### src/rtl/frv_alu_issue_pkg.sv
// Shared definitions for the ALU issue stage: op-strobe bit indices, branch codes,
// occupancy states and the branch-condition resolver.
package frv_alu_issue_pkg;

  localparam int ALU_OP_W        = 10;
  localparam int ALU_OP_ADD      = 0;
  localparam int ALU_OP_SUB      = 1;
  localparam int ALU_OP_XOR      = 2;
  localparam int ALU_OP_OR       = 3;
  localparam int ALU_OP_AND      = 4;
  localparam int ALU_OP_SHF      = 5;
  localparam int ALU_OP_SHF_LEFT = 6;
  localparam int ALU_OP_SHF_ARI  = 7;
  localparam int ALU_OP_CMP      = 8;
  localparam int ALU_OP_UNSIGNED = 9;

  localparam logic [2:0] BR_NONE = 3'b000;
  localparam logic [2:0] BR_EQ   = 3'b001;
  localparam logic [2:0] BR_NE   = 3'b010;
  localparam logic [2:0] BR_LT   = 3'b100;
  localparam logic [2:0] BR_GE   = 3'b101;

  // Encoding is {iss_v, res_v}, so the state bits are the stage valid flags.
  typedef enum logic [1:0] {
    OCC_EMPTY = 2'b00,
    OCC_RES   = 2'b01,
    OCC_ISS   = 2'b10,
    OCC_BOTH  = 2'b11
  } occ_e;

  // Signed/unsigned ordering is already folded into lt by the ALU peer.
  function automatic logic br_resolve(input logic [2:0] br, input logic lt, input logic eq);
    logic taken;
    taken = 1'b0;
    case (br)
      BR_EQ:   taken = eq;
      BR_NE:   taken = !eq;
      BR_LT:   taken = lt;
      BR_GE:   taken = !lt;
      default: taken = 1'b0;
    endcase
    return taken;
  endfunction

endpackage

### src/rtl/frv_pipe_reg.sv
// Payload half of a valid/ready register slice: loads on demand, holds otherwise.
// The matching valid flag lives in the owner's occupancy state machine.
module frv_pipe_reg #(
  parameter int W = 8
) (
  input  logic         clk,
  input  logic         srst,
  input  logic         load,
  input  logic [W-1:0] d,
  output logic [W-1:0] q
);

  logic [W-1:0] q_reg;

  always_ff @(posedge clk) begin
    if (srst) begin
      q_reg <= '0;
    end else if (load) begin
      q_reg <= d;
    end
  end

  assign q = q_reg;

endmodule

### src/rtl/frv_alu_issue.sv
// Execute-stage initiator: ISS slice drives the ALU peer, RES slice holds
// {rd, result, branch taken} for writeback. Two entries, full throughput.
module frv_alu_issue
  import frv_alu_issue_pkg::*;
#(
  parameter int XLEN = 32,
  parameter int RD_W = 5
) (
  input  logic                g_clk,
  input  logic                g_reset,
  input  logic                s_valid,
  output logic                s_ready,
  input  logic [ALU_OP_W-1:0] s_op,
  input  logic [2:0]          s_br,
  input  logic [RD_W-1:0]     s_rd,
  input  logic [XLEN-1:0]     s_lhs,
  input  logic [XLEN-1:0]     s_rhs,
  input  logic                flush,
  output logic                alu_valid,
  output logic                alu_flush,
  input  logic                alu_ready,
  output logic [ALU_OP_W-1:0] alu_op,
  output logic [XLEN-1:0]     alu_lhs,
  output logic [XLEN-1:0]     alu_rhs,
  input  logic [XLEN-1:0]     alu_result,
  input  logic                alu_lt,
  input  logic                alu_eq,
  output logic                m_valid,
  input  logic                m_ready,
  output logic [RD_W-1:0]     m_rd,
  output logic [XLEN-1:0]     m_result,
  output logic                m_br_taken
);

  localparam int ISS_W = ALU_OP_W + 3 + RD_W + 2 * XLEN;
  localparam int RES_W = RD_W + XLEN + 1;

  occ_e state_reg;
  occ_e state_next;

  logic              iss_v;
  logic              res_v;
  logic              adv;
  logic              accept;
  logic              m_fire;
  logic              iss_next;
  logic              res_next;
  logic              res_load;

  logic [ALU_OP_W-1:0] iss_op;
  logic [2:0]          iss_br;
  logic [RD_W-1:0]     iss_rd;
  logic [ISS_W-1:0]    iss_q;
  logic [RES_W-1:0]    res_q;

  assign iss_v = state_reg[1];
  assign res_v = state_reg[0];

  always_ff @(posedge g_clk) begin
    if (g_reset) begin
      state_reg <= OCC_EMPTY;
    end else begin
      state_reg <= state_next;
    end
  end

  always_comb begin
    adv        = iss_v && alu_ready && (!res_v || m_ready);
    s_ready    = !flush && (!iss_v || adv);
    accept     = s_valid && s_ready;
    m_valid    = res_v && !flush;
    m_fire     = m_valid && m_ready;
    res_load   = adv && !flush;
    iss_next   = accept || (iss_v && !adv);
    res_next   = adv || (res_v && !m_fire);
    if (flush) begin
      iss_next = 1'b0;
      res_next = 1'b0;
    end
    state_next = occ_e'({iss_next, res_next});
  end

  // ISS only reloads on accept, so the ALU inputs stay frozen across stalls.
  frv_pipe_reg #(.W(ISS_W)) u_iss (
    .clk  (g_clk),
    .srst (g_reset),
    .load (accept),
    .d    ({s_op, s_br, s_rd, s_lhs, s_rhs}),
    .q    (iss_q)
  );

  assign {iss_op, iss_br, iss_rd, alu_lhs, alu_rhs} = iss_q;

  frv_pipe_reg #(.W(RES_W)) u_res (
    .clk  (g_clk),
    .srst (g_reset),
    .load (res_load),
    .d    ({iss_rd, alu_result, br_resolve(iss_br, alu_lt, alu_eq)}),
    .q    (res_q)
  );

  assign {m_rd, m_result, m_br_taken} = res_q;

  assign alu_valid = iss_v;
  assign alu_flush = flush;
  assign alu_op    = iss_v ? iss_op : '0;

endmodule
### config.mk
export PLATFORM = sky130hd
export DESIGN_NAME = frv_alu_issue
export DESIGN_NICKNAME = d
export VERILOG_FILES = /design/src/rtl/frv_alu_issue_pkg.sv /design/src/rtl/frv_pipe_reg.sv /design/src/rtl/frv_alu_issue.sv
export SDC_FILE = /design/constraint.sdc
export NUM_CORES = 1
export LEC_CHECK = 0
export ABC_AREA = 1
export CAP_MARGIN = 20
export CORE_MARGIN = 2
export CORE_UTILIZATION = 48
export DETAILED_ROUTE_END_ITERATION = 8
export GPL_ROUTABILITY_DRIVEN = 0
export GPL_TIMING_DRIVEN = 0
export PLACE_DENSITY = 0.86
export SYNTH_ARGS = -nofsm -noshare
export SYNTH_HDL_FRONTEND = slang
export SYNTH_SLANG_ARGS = --single-unit
### constraint.sdc
create_clock -name g_clk -period 3.97 [get_ports g_clk]
set_clock_uncertainty 0.15 [all_clocks]
set_input_delay 0.397 -clock g_clk [delete_from_list [all_inputs] [get_ports g_clk]]
set_output_delay 0.397 -clock g_clk [all_outputs]
set_load 0.1 [all_outputs]
==> results.sh, run 1 <==
export IMPL_peakVddDrop_mv=0.2827
export IMPL_grt_use_met1=0.2855
export IMPL_synth_cell_area_um2=6243
export IMPL_rows=41
export IMPL_power_internal_mw=2.747
export IMPL_p_sw_frac=0.3041
export IMPL_hold_buffers_post_cts=0
export IMPL_maxCapViolations=0
export IMPL_required_ps=3420
export IMPL_yosysUniqueCellTypes=15
export IMPL_area_delta_synth_final_pct=51.72
export IMPL_max_freq_ghz=0.3198
export IMPL_filler_cell_count=980
export IMPL_postSynthNetCount=1102
export IMPL_post_route_cells_drive_above_1_share=0.1026
export IMPL_share_of_power_burned_in_the_clock_network=0.426
export IMPL_design_die_area_um2=13940
export IMPL_num_io_pins=238
export IMPL_drt_pass1_iterations=5
export IMPL_clock_tree_htree_level_count=4
export IMPL_clock_sink_count=122
export IMPL_finalCritPeriodShare=0.7875
export IMPL_gr_usage_all_layers=0.2599
export IMPL_synth_warning_count=0
export IMPL_clockBufferDepth=2
export IMPL_die_width_um=118.1
export IMPL_post_cts_setup_buffers=0
export IMPL_comb_power_share=0.240
export IMPL_critical_path_startpoint_type="flop"
export IMPL_clk_pin_slew_worst_paths_ps=60
export IMPL_tightestPinTransition_ps=1053
export IMPL_detail_route_iter0_violations=452
export IMPL_syn_avg_cell_area_um2=6.371
export IMPL_finalSetupTns_ps=0
export IMPL_final_antenna_net_count=0
export IMPL_place_hpwl_mm=12.64
export IMPL_slew_headroom=0.2959
export IMPL_worstPathMaxFanout=10
export IMPL_routed_via_count=6369
export IMPL_diodes=0
export IMPL_timing_hold_violations_final=0
export IMPL_timing_final_max_slew_violations=0
export IMPL_global_route_peak_usage_layer="met2"
export IMPL_most_common_cell_after_layout_fill_and_taps_aside="nand2_1"
export IMPL_cts_buffers_inserted=17
export IMPL_power_frac_seq=0.334
export IMPL_finalSetupViolations=0
export IMPL_placeableCoreArea_um2=12670
export IMPL_die_height_um=118.1
export IMPL_routed_via_density=4.485
export IMPL_worst_skew_pair_later_pin_latency_ps=410
export IMPL_most_common_layout_cells="261 x nand2_1, 252 x inv_1, 237 x clkdlybuf4s50_1, 122 x dfxtp_1, 86 x nor2_1"
export IMPL_count_of_instances_resized_after_the_clock_tree_is_built=0
export IMPL_worst_setup_path_end_kind="output port"
export IMPL_finalNetCount=1358
export IMPL_cts_tree="done"
export IMPL_synth_seq_area_share=0.3912
export IMPL_grt_remaining_overflow=0
export IMPL_grt_setup_unrepaired="false"
export IMPL_wire_per_inst_um=12.59
export IMPL_max_ffs_per_register=82
export IMPL_postSynthCellCount=980
export IMPL_postSynthRegisterBits=122
export IMPL_min_period_ps=3127
export IMPL_floorplan_initialDensity=0.4927
export IMPL_critical_path_arrival_ps=2580
export IMPL_antenna_found_initial=0
export IMPL_grt_start_max_net_pins=17
export IMPL_first_global_vias=6136
export IMPL_remaining_drc_errors=0
export IMPL_clock_root_buffer="clkbuf_16"
export IMPL_critical_path_class="reg -> out"
export IMPL_power_net_switching_mw=1.200
export IMPL_port_buffer_count=237
export IMPL_power_static_leakage_nw=4.762
export IMPL_finish_utilization=0.7476
export IMPL_drt_wl_total_mm=17.88
export IMPL_power_density_nw_per_um2=416.7
export IMPL_use_met3=0.06734
export IMPL_gr_usage_met2=0.4546
export IMPL_type_of_the_most_critical_hold_path="reg -> reg"
export IMPL_grt_first_pass_wirelength_mm=29.01
export IMPL_run_status="finished clean"
[metal layers]
metal	vias up	wire, um
li1	3310	-
met1	2776	7110
met2	224	8888
met3	59	1070
met4	0	815
met5	-	0
[worst paths after layout]
path,to,start,slack (ps),cells after the start
setup / recovery,alu_op[1],state_reg[1]$_SDFF_PP0_,840,4
hold / removal,u_res.q[15]$_SDFFE_PP0P_,u_res.q[15]$_SDFFE_PP0P_,310,2
setup reg to reg,u_iss.q[64]$_SDFFE_PP0P_,state_reg[1]$_SDFF_PP0_,2160,9
hold reg to reg,u_res.q[15]$_SDFFE_PP0P_,u_res.q[15]$_SDFFE_PP0P_,310,2
[kinds of logic after synthesis]
| kind of cell | share of synthesized area |
|---|---|
| AND/OR/NAND/NOR | 0.2924 |
| buffers and inverters | 0.2824 |
| flip-flops | 0.3912 |
| AO/OA/AOI/OAI | 0.03407 |
[per-stage QoR]
step / hold slack, ps / cells / instance area [um^2] / worst slack, ps / total power [mW]
after global routing: 329.5 / 1420 / 9473 / 729.4 / 4.093
after global placement: 301.1 / 1389 / 8831 / 1085 / 2.273
final: 313.8 / 1420 / 9473 / 843.5 / 3.947
after detailed placement: 305.8 / 1389 / 8831 / 1077 / 2.285
after CTS: 314.2 / 1420 / 9473 / 811.7 / 3.967
after floorplan: 289.9 / 980 / 6243 / 646.9 / 2.009
[layout make-up]
cell class                 count  area [um^2]  area share
sequential                   122         2442      0.2578
multi-input combinational    473         2038      0.2152
inverter                     264        991.0      0.1046
clock inverter                11        195.2     0.02060
tap                          172        215.2     0.02272
timing repair buffer         237         2372      0.2504
buffer                       121        772.0     0.08150
clock buffer                  20        446.7     0.04715
[power groups by stage]
stage                     logic (mW)  clock network, mW  registers [mW]
after detailed placement       0.940                  0            1.35
after floorplan                0.646                  0            1.36
after global routing            1.01               1.75            1.33
final                          0.946               1.68            1.32
after CTS                      0.948               1.70            1.32
after global placement         0.930                  0            1.34
[critical path, cell delays in order, from the launching register on]
cell,delay (ps)
dfxtp_1,380
clkbuf_1,420
nand2_1,110
inv_1,70
clkdlybuf4s50_1,1180
[synthesized netlist by cell type]
cell | instances | area [um^2]
o21ai_0 | 2 | 10.01
nor2_1 | 86 | 322.8
inv_1 | 252 | 945.9
nand4_1 | 82 | 513.0
o211ai_1 | 1 | 7.510
a21oi_1 | 39 | 195.2
nand2_1 | 261 | 979.7
buf_1 | 14 | 52.55
clkbuf_1 | 20 | 75.07
nand3_1 | 2 | 10.01
buf_4 | 66 | 495.5
buf_2 | 14 | 70.07
inv_2 | 12 | 45.04
buf_6 | 7 | 78.83
dfxtp_1 | 122 | 2442
(Power assumes the default switching activity.)
==> run 2, diff against run 1 <==
--- a/config.mk
+++ b/config.mk
@@ -8,11 +8,11 @@
 export ABC_AREA = 1
 export CAP_MARGIN = 20
 export CORE_MARGIN = 2
-export CORE_UTILIZATION = 48
+export CORE_UTILIZATION = 45
 export DETAILED_ROUTE_END_ITERATION = 8
 export GPL_ROUTABILITY_DRIVEN = 0
 export GPL_TIMING_DRIVEN = 0
-export PLACE_DENSITY = 0.86
+export PLACE_DENSITY = 0.82
 export SYNTH_ARGS = -nofsm -noshare
 export SYNTH_HDL_FRONTEND = slang
 export SYNTH_SLANG_ARGS = --single-unit
==> constraint.sdc (replaced) <==
create_clock -name g_clk -period 3.2 [get_ports g_clk]
set_clock_uncertainty 0.15 [all_clocks]
set_input_delay 0.32 -clock g_clk [delete_from_list [all_inputs] [get_ports g_clk]]
set_output_delay 0.32 -clock g_clk [all_outputs]
set_load 0.1 [all_outputs]
==> results.sh, run 2 (same netlist as run 1, synthesis figures left out) <==
export IMPL_run_status="finished clean"
export IMPL_port_buffer_count=237
export IMPL_grt_remaining_overflow=0
export IMPL_grt_first_pass_wirelength_mm=27.53
export IMPL_peakVddDrop_mv=0.3658
export IMPL_post_cts_setup_buffers=0
export IMPL_r2r_worst_path_depth=9
export IMPL_max_freq_ghz=0.3244
export IMPL_rows=43
export IMPL_finalSetupViolations=0
export IMPL_final_cell_count_no_fill=1429
export IMPL_fin_hold_ws_ps=300.8
export IMPL_critical_path_class="reg -> out"
export IMPL_routed_via_count=6327
export IMPL_finalNetCount=1358
export IMPL_clk_pin_slew_worst_paths_ps=60
export IMPL_gr_usage_all_layers=0.2348
export IMPL_count_of_instances_resized_after_the_clock_tree_is_built=0
export IMPL_most_common_layout_cells="261 x nand2_1, 252 x inv_1, 237 x clkdlybuf4s50_1, 122 x dfxtp_1, 86 x nor2_1"
export IMPL_most_common_cell_after_layout_fill_and_taps_aside="nand2_1"
export IMPL_floorplan_initialDensity=0.4551
export IMPL_area_delta_synth_final_pct=51.16
export IMPL_share_of_power_burned_in_the_clock_network=0.405
export IMPL_worst_skew_pair_later_pin_latency_ps=410
export IMPL_die_width_um=121.8
export IMPL_slew_headroom=0.3067
export IMPL_placedCellCount=1397
export IMPL_diodes=0
export IMPL_design_die_area_um2=14830
export IMPL_clockBufferDepth=2
export IMPL_critical_path_top_delay_family="buffers and inverters"
export IMPL_antenna_found_initial=0
export IMPL_clock_root_buffer="clkbuf_16"
export IMPL_p_sw_frac=0.3286
export IMPL_post_route_cells_drive_above_1_share=0.1057
export IMPL_power_net_switching_mw=1.550
export IMPL_required_ps=2730
export IMPL_timing_hold_violations_final=0
export IMPL_grt_start_max_net_pins=17
export IMPL_placeableCoreArea_um2=13720
export IMPL_number_of_cells_on_the_critical_path=4
export IMPL_die_height_um=121.8
export IMPL_cts_buffers_inserted=17
export IMPL_tightestPinTransition_ps=1037
export IMPL_finalSetupTns_ps=0
export IMPL_final_antenna_net_count=0
export IMPL_remaining_drc_errors=0
export IMPL_clock_tree_htree_level_count=4
export IMPL_worst_setup_path_end_kind="output port"
export IMPL_hold_path_cell_count=3
export IMPL_detail_route_iter0_violations=431
export IMPL_power_density_nw_per_um2=499.9
export IMPL_filler_cell_count=1203
export IMPL_min_period_ps=3083
export IMPL_critical_path_max_stage_delay_ps=1150
export IMPL_timing_critical_path_buf_inv=3
export IMPL_maxCapViolations=0
export IMPL_power_frac_seq=0.347
export IMPL_hold_buffers_post_cts=0
export IMPL_comb_power_share=0.248
export IMPL_first_global_vias=5897
export IMPL_crit_path_top_delay_cell="clkdlybuf4s50_1"
export IMPL_worstPathMaxFanout=10
export IMPL_power_internal_mw=3.168
export IMPL_clock_sink_count=122
export IMPL_max_ffs_per_register=82
export IMPL_timing_final_max_slew_violations=0
export IMPL_critical_path_arrival_ps=2610
export IMPL_finish_utilization=0.6879
export IMPL_finalCritPeriodShare=0.9633
export IMPL_wire_per_inst_um=12.07
export IMPL_power_static_leakage_nw=4.744
export IMPL_routed_via_density=4.428
export IMPL_type_of_the_most_critical_hold_path="in -> reg"
export IMPL_place_hpwl_mm=12.41
export IMPL_cells_traversed_along_the_worst_timing_path="clkbuf_1, nand2_1, inv_1, clkdlybuf4s50_1"
export IMPL_drt_pass1_iterations=5
export IMPL_critical_path_startpoint_type="flop"
export IMPL_drt_wl_total_mm=17.25
export IMPL_grt_setup_unrepaired="false"
export IMPL_cts_tree="done"
export IMPL_num_io_pins=238
-- run 2: cell types whose count changed in the layout (fill, tap and decap cells not counted), sizes merged --
cell      delta
bufinv       -3
clkinvlp     -1
clkbuf       -3
clkinv       +5
inv          +3
-- run 2: per-stage QoR --
stage / power [mW] / cell area, um^2 / worst slack, ps
after floorplan: 2.493 / 6247 / 487.5
after global placement: 2.822 / 8845 / 443.3
after detailed placement: 2.837 / 8845 / 414.2
after CTS: 4.746 / 9438 / 108.3
after global routing: 4.909 / 9438 / 1.429
final: 4.718 / 9438 / 117.4
-- run 2: tightest hold or removal path, cell delays in order --
cell and delay [ps]:
clkdlybuf4s50_1 390, nand2_1 60, a21oi_1 50
-- run 2: final timing paths --
kind,from,endpoint,slack [ps]
worst max register to register,state_reg[1]$_SDFF_PP0_,u_iss.q[72]$_SDFFE_PP0P_,1420
worst max-delay path,state_reg[1]$_SDFF_PP0_,alu_op[9],120
worst min register to register,u_iss.q[67]$_SDFFE_PP0P_,u_res.q[36]$_SDFFE_PP0P_,310
worst min-delay path,alu_result[10],u_res.q[11]$_SDFFE_PP0P_,300
-- run 2: metal layers --
metal  share of wire  global-route usage
met4           0.039              0.1178
met3           0.059             0.05243
met1            0.42              0.2779
met5               0                   0
met2            0.48              0.3998
-- run 2: cell type report --
cell class | count | area [um^2] | area share
repair buffers | 237 | 2372 | 0.2514
flip-flops and latches | 122 | 2442 | 0.2588
plain buffers | 121 | 772.0 | 0.08180
clock inverters | 15 | 167.7 | 0.01776
well taps | 180 | 225.2 | 0.02386
clock buffers | 17 | 425.4 | 0.04507
multi-input cells | 473 | 2042 | 0.2164
inverters | 264 | 991.0 | 0.1050
-- run 2: power groups by stage --
stage | logic [mW] | registers (mW) | clock network, mW
floorplan | 0.802 | 1.69 | 0
global placement | 1.16 | 1.67 | 0
detailed placement | 1.17 | 1.67 | 0
CTS | 1.18 | 1.64 | 1.93
global route | 1.26 | 1.65 | 2.01
finish | 1.17 | 1.64 | 1.91
